===== config.mk =====
export PLATFORM = sky130hd
export DESIGN_NAME = if_fetch_unit
export DESIGN_NICKNAME = d
export VERILOG_FILES = /design/src/rtl/cpu_pkg.sv /design/src/rtl/fetch_queue.sv /design/src/rtl/if_fetch_unit.sv
export SDC_FILE = /design/constraint.sdc
export NUM_CORES = 1
export LEC_CHECK = 0
export CORE_MARGIN = 3
export CORE_UTILIZATION = 54
export CTS_CLUSTER_DIAMETER = 200
export CTS_CLUSTER_SIZE = 20
export DETAILED_ROUTE_END_ITERATION = 16
export HOLD_SLACK_MARGIN = 0.03
export PLACE_DENSITY = 0.88
export SETUP_SLACK_MARGIN = 0.4
export SYNTH_ARGS = -nofsm -noshare
export SYNTH_HDL_FRONTEND = slang
export SYNTH_SLANG_ARGS = --single-unit

===== constraint.sdc =====
create_clock -name clk -period 6.2 [get_ports clk]
set_clock_uncertainty 0.05 [all_clocks]
set_input_delay 1.24 -clock clk [delete_from_list [all_inputs] [get_ports clk]]
set_output_delay 1.24 -clock clk [all_outputs]
set_load 0.1 [all_outputs]

===== src/rtl/cpu_pkg.sv =====
// rtl/cpu_pkg.sv - shared widths, bubble encoding and fetch FSM states
package cpu_pkg;
    localparam int DEF_ADDR_W = 32;
    localparam int DEF_INST_W = 32;
    localparam logic [DEF_INST_W-1:0] BUBBLE_INSTR = 32'h0;

    typedef enum logic {
        ST_FETCH = 1'b0,
        ST_DRAIN = 1'b1
    } fetch_state_t;
endpackage


===== src/rtl/fetch_queue.sv =====
// rtl/fetch_queue.sv - small synchronous prefetch FIFO; clear beats push and pop
module fetch_queue #(
    parameter int WIDTH = 64,
    parameter int DEPTH = 2,
    localparam int CNT_W = $clog2(DEPTH) + 1
) (
    input  logic             clk,
    input  logic             rst,
    input  logic             push,
    input  logic [WIDTH-1:0] push_data,
    input  logic             pop,
    input  logic             clear,
    output logic [CNT_W-1:0] count,
    output logic [WIDTH-1:0] head,
    output logic             empty
);
    localparam int PTR_W = $clog2(DEPTH);

    logic [WIDTH-1:0] mem [DEPTH];
    logic [PTR_W-1:0] rd_ptr;
    logic [PTR_W-1:0] wr_ptr;
    logic             full;

    assign head  = mem[rd_ptr];
    assign empty = (count == '0);
    assign full  = (count == CNT_W'(DEPTH));

    always_ff @(posedge clk or posedge rst) begin
        if (rst) begin
            rd_ptr <= '0;
            wr_ptr <= '0;
            count  <= '0;
        end else if (clear) begin
            rd_ptr <= '0;
            wr_ptr <= '0;
            count  <= '0;
        end else begin
            if (push) wr_ptr <= wr_ptr + 1'b1;
            if (pop)  rd_ptr <= rd_ptr + 1'b1;
            case ({push, pop})
                2'b10:   count <= count + 1'b1;
                2'b01:   count <= count - 1'b1;
                default: ;
            endcase
        end
    end

    always_ff @(posedge clk) begin
        if (push && !clear) mem[wr_ptr] <= push_data;
    end

    // The fetch credit scheme guarantees a slot for every outstanding read.
    assert property (@(posedge clk) disable iff (rst) !(push && full && !pop && !clear));
endmodule


===== src/rtl/if_fetch_unit.sv =====
// rtl/if_fetch_unit.sv - instruction fetch: PC, imem req/ack, prefetch queue, IF/ID register
module if_fetch_unit
    import cpu_pkg::*;
#(
    parameter int                ADDR_W   = DEF_ADDR_W,
    parameter int                INST_W   = DEF_INST_W,
    parameter logic [ADDR_W-1:0] RESET_PC = '0,
    parameter int                QDEPTH   = 2
) (
    input  logic              clk,
    input  logic              rst,
    input  logic              freeze,
    input  logic              branch_taken,
    input  logic [ADDR_W-1:0] branch_addr,
    output logic              imem_req,
    output logic [ADDR_W-1:0] imem_addr,
    input  logic              imem_ack,
    input  logic [INST_W-1:0] imem_rdata,
    output logic [INST_W-1:0] instruction,
    output logic [ADDR_W-1:0] pc_out,
    output logic              valid_out
);
    localparam int CNT_W = $clog2(QDEPTH) + 1;
    localparam logic [ADDR_W-1:0] PC_STEP = ADDR_W'(4);
    localparam logic [INST_W-1:0] BUBBLE  = INST_W'(BUBBLE_INSTR);

    fetch_state_t        state;
    logic [ADDR_W-1:0]   fetch_pc;
    logic [ADDR_W-1:0]   drain_target;
    logic [ADDR_W-1:0]   pc_plus4;

    logic                ack_fire;
    logic                q_push;
    logic                q_pop;
    logic                q_clear;
    logic                q_empty;
    logic                bypass;
    logic                issue_ok;
    logic [CNT_W-1:0]    q_count;
    logic [CNT_W:0]      count_next;
    logic [INST_W-1:0]   head_instr;
    logic [ADDR_W-1:0]   head_pc;

    // fetch_pc doubles as the request address; it only moves on ack or redirect.
    assign imem_addr = fetch_pc;
    assign pc_plus4  = fetch_pc + PC_STEP;
    assign ack_fire  = imem_req && imem_ack;

    always_comb begin
        q_clear  = branch_taken;
        q_pop    = !branch_taken && !freeze && !q_empty;
        bypass   = !branch_taken && !freeze && q_empty && ack_fire && (state == ST_FETCH);
        q_push   = ack_fire && (state == ST_FETCH) && !branch_taken && !bypass;
        count_next = {1'b0, q_count};
        if (q_clear) begin
            count_next = '0;
        end else begin
            if (q_push) count_next = count_next + 1'b1;
            if (q_pop)  count_next = count_next - 1'b1;
        end
        issue_ok = (count_next < (CNT_W + 1)'(QDEPTH));
    end

    fetch_queue #(
        .WIDTH (INST_W + ADDR_W),
        .DEPTH (QDEPTH)
    ) u_queue (
        .clk       (clk),
        .rst       (rst),
        .push      (q_push),
        .push_data ({imem_rdata, pc_plus4}),
        .pop       (q_pop),
        .clear     (q_clear),
        .count     (q_count),
        .head      ({head_instr, head_pc}),
        .empty     (q_empty)
    );

    always_ff @(posedge clk or posedge rst) begin
        if (rst) begin
            state        <= ST_FETCH;
            fetch_pc     <= RESET_PC;
            drain_target <= '0;
            imem_req     <= 1'b0;
            instruction  <= BUBBLE;
            pc_out       <= '0;
            valid_out    <= 1'b0;
        end else begin
            if (branch_taken) begin
                instruction <= BUBBLE;
                pc_out      <= '0;
                valid_out   <= 1'b0;
            end else if (!freeze) begin
                if (!q_empty) begin
                    instruction <= head_instr;
                    pc_out      <= head_pc;
                    valid_out   <= 1'b1;
                end else if (bypass) begin
                    instruction <= imem_rdata;
                    pc_out      <= pc_plus4;
                    valid_out   <= 1'b1;
                end else begin
                    instruction <= BUBBLE;
                    pc_out      <= '0;
                    valid_out   <= 1'b0;
                end
            end

            case (state)
                ST_FETCH: begin
                    if (branch_taken && imem_req && !imem_ack) begin
                        // The bus read cannot be withdrawn; let it finish and drop it.
                        state        <= ST_DRAIN;
                        drain_target <= branch_addr;
                    end else begin
                        if (branch_taken)  fetch_pc <= branch_addr;
                        else if (ack_fire) fetch_pc <= pc_plus4;
                        if (!imem_req || imem_ack) imem_req <= issue_ok;
                    end
                end
                ST_DRAIN: begin
                    if (branch_taken) drain_target <= branch_addr;
                    if (ack_fire) begin
                        state    <= ST_FETCH;
                        fetch_pc <= branch_taken ? branch_addr : drain_target;
                        imem_req <= 1'b1;
                    end
                end
                default: state <= ST_FETCH;
            endcase
        end
    end
endmodule


==> flow_summary.toml <==
[run_status]
status = "completed"

[final_layout]
multiInputGateArea_um2 = 3810
layout_common_cells = "clkdlybuf4s50_1 (165), dfrtp_1 (134), edfxtp_1 (128)"
antennaDiodeCount = 0
regArea_um2 = 7230
fin_nets = 1058
area_growth_pct = 21.0
nFillCells = 1468
final_common_cell = "clkdlybuf4s50_1"
design_area_um2 = 13700
drive_above_1_share_pct = 8.64
utilization_pct = 67.1

[global_routing]
antenna_found_initial = 0
grt.met3_usage_pct = 3.97
grt-busiest-layer = "met2"
grt_pass1_wl_um = 40700
use_met1_pct = 33.3
grt_max_degree = 92
grt_pass1_vias = 7501
grt-ovfl-total = 0
grt_util_all_layers_pct = 22.7
groute.layer.met2.usage_pct = 35.1

[timing]
hold_viol_final = 0
min_period_ns = 3.76
hold_ws_ns = 0.460
maxSlewViolCount = 0
clock.fmax_mhz = 266
fin_crit_sh_pct = 60.7
tightest_slew_ns = 1.13
rsz0062_at_grt = "false"
setup_tns_ns = 0
setup_viol = 0
slew_headroom_pct = 24.5

[clock_network]
clock_sinks = 263
cts_resized = 0
tritoncts = "built"
cts_hold_buf = 0
post_cts_buffers = 0
clk_pin_slew_ns = 0.08
clock_latency_ns = 0.49
cts-root-buf = "clkbuf_16"
cts_buffer_depth = 3
htreeDepth = 1
cts_buffers = 17

[hold_path]
whs_endpoint = "drain_target[3]"
hp-start = "drain_target[3]"
hold_class = "reg -> reg"
whs_path_depth = 1

[logic_synthesis]
syn_area_um2 = 11300
syn-instance-count = 846
synth_mux_area_share_pct = 9.76
synth_xor_area_share_pct = 2.41
synthAdderAreaFrac_pct = 0.444
yosysSeqAreaShare_pct = 64.0
yosysTopAreaCell = "edfxtp_1"
syn_area_per_cell_um2 = 13.3
synth_edf_count = 128
async_reset_ff_share_pct = 51.3
synth_top_area_share_pct = 34.1
synth_cell_types = 59
synth_seq_cells = 263
yosys.area_share.simple_pct = 8.56
synth_top_family_by_area = "compound AO/OA/AOI/OAI gates"
synth_fp_nets = 919
synth_area_leaders = "edfxtp_1 (34%), dfrtp_1 (30%), mux2i_1 (6.6%), a221o_1 (5.8%), mux2_2 (3.2%)"
ys.flop_type = "dfrtp_1"
yosys_warnings = 0
synth_compound_area_share_pct = 12.3

[place]
post_dp_cell_area_um2 = 13200
routabilityCongestion = 0.876
hpwl_um = 17300
port_buffers = 166

[setup_path]
cp.arrival_ns = 4.14
r2r-start = "state"
critPathTopFamily = "buffers and inverters"
slowest_delay_ns = 0.84
reg2reg_setup_slack_ns = 2.78
critPathBufInv = 3
crit_path_frequent_cell = "buf_4"
crit_slowest_cell = "nor2_4"
worstSetupPathType = "in -> reg"
end_kind = "flop"
cp_cell_sequence = "clkdlybuf4s50_1 > a22o_1 > buf_4 > nand2_1 > nor2_4 > buf_4 > a221o_1"
path_max_fanout = 39
critPathLaunchType = "input pin"
worstPathRequired_ns = 6.57
reg2reg_depth = 6
r2r_end = "instruction[21]"

[route]
drc = 0
dr.pass1.iters = 5
drt_iter0_markers = 691
wl_um = 25700
vias_per_cell = 6.05
routedWlPerCell_um = 20.3
via_count = 7653
ant_nets = 0

[floorplan]
initial_core_util_pct = 55.4
die_h_um = 151
core_area_um2 = 20400
num_rows = 52
die_w_um = 151
die_area_um2 = 22700
boundaryPins = 167

[flow_run]
drv_cap = 0

[power]
leakage_uw = 0.00509
p_per_area_nw_per_um2 = 497
ir_drop_uv = 623
## worst max-delay path by stage
stage / start / endpoint / slack [ns] / cells after the start
after floorplan: branch_taken / u_queue.mem[0][0] / 1.25 / 3
after global placement: imem_ack / instruction[20] / 2.08 / 7
after detailed placement: imem_ack / instruction[21] / 1.98 / 7
after CTS: imem_ack / instruction[9] / 2.48 / 7
after global routing: imem_ack / instruction[23] / 2.26 / 7
final: imem_ack / instruction[21] / 2.44 / 7
## metrics by stage
step,std cells,worst slack (ns),power (uW)
floorplan,846,1.25,4900
global placement,1236,2.08,5650
detailed placement,1236,1.98,5720
CTS,1265,2.48,6800
global route,1265,2.26,7060
finish,1265,2.44,6780
## power by group
group          leakage, uW  switching, uW  internal [uW]
sequential         0.00287            408           2240
combinational      0.00198           2210            839
clock             0.000232            553            526
total              0.00509           3180           3610
## synthesized netlist by cell type (3+ instances only)
library cell    n
a211oi_1        4
a21oi_1        32
a221o_1        65
a221oi_1        5
a22o_1          4
a22oi_1         3
a31oi_1         3
and3_1         10
buf_1          12
buf_2           7
clkbuf_1       35
dfrtp_1       135
edfxtp_1      128
ha_1            4
inv_1          14
mux2_2         32
mux2i_1        74
nand2_1        28
nand2b_1        3
nand3_1        14
nand4_1         4
nor2_1         95
nor2b_1         3
nor3_1          5
nor4_2          4
o21ai_0        27
o221ai_1        3
o22a_1          3
o22ai_1        11
o2bb2ai_1       8
or3_1           4
xnor2_1        15
xor2_1         16
## layer usage
layer / up-vias / routed length [um] / share of wire (%)
li1: 3491 / - / -
met1: 3793 / 10900 / 42
met2: 325 / 12100 / 47
met3: 44 / 2140 / 8.3
met4: 0 / 576 / 2.2
met5: - / 0 / 0
## sequential cells by signal (all words and copies together), names as in the netlist
name,flops
u_queue.mem,128
drain_target,32
imem_addr,32
instruction,32
pc_out,32
u_queue.count,2
imem_req,1
state,1
u_queue.rd_ptr,1
u_queue.wr_ptr,1
valid_out,1
## worst register-to-register path, cell delays in order, from the launching register on
cell and delay, ns:
dfrtp_1 0.52, buf_4 0.29, nor2_1 0.65, nand2_1 0.37
nor2_4 0.84, buf_4 0.43, a221o_1 0.20
## area by class of cell
type                            instances  area share, %
Sequential cell                       263           52.9
Timing Repair Buffer                  177           12.7
Clock buffer                           28           3.42
Multi-Input combinational cell        512           27.9
Tap cell                              270           2.47
Inverter                               14          0.421
Clock inverter                          1          0.147
## cell families after synthesis
family	count (synthesis)
flops	263
simple gates	191
compound gates	180
mux	106
buf+inv	71
xor+xnor	31
fa+ha+maj	4
Power figures use the tool's default switching activity.
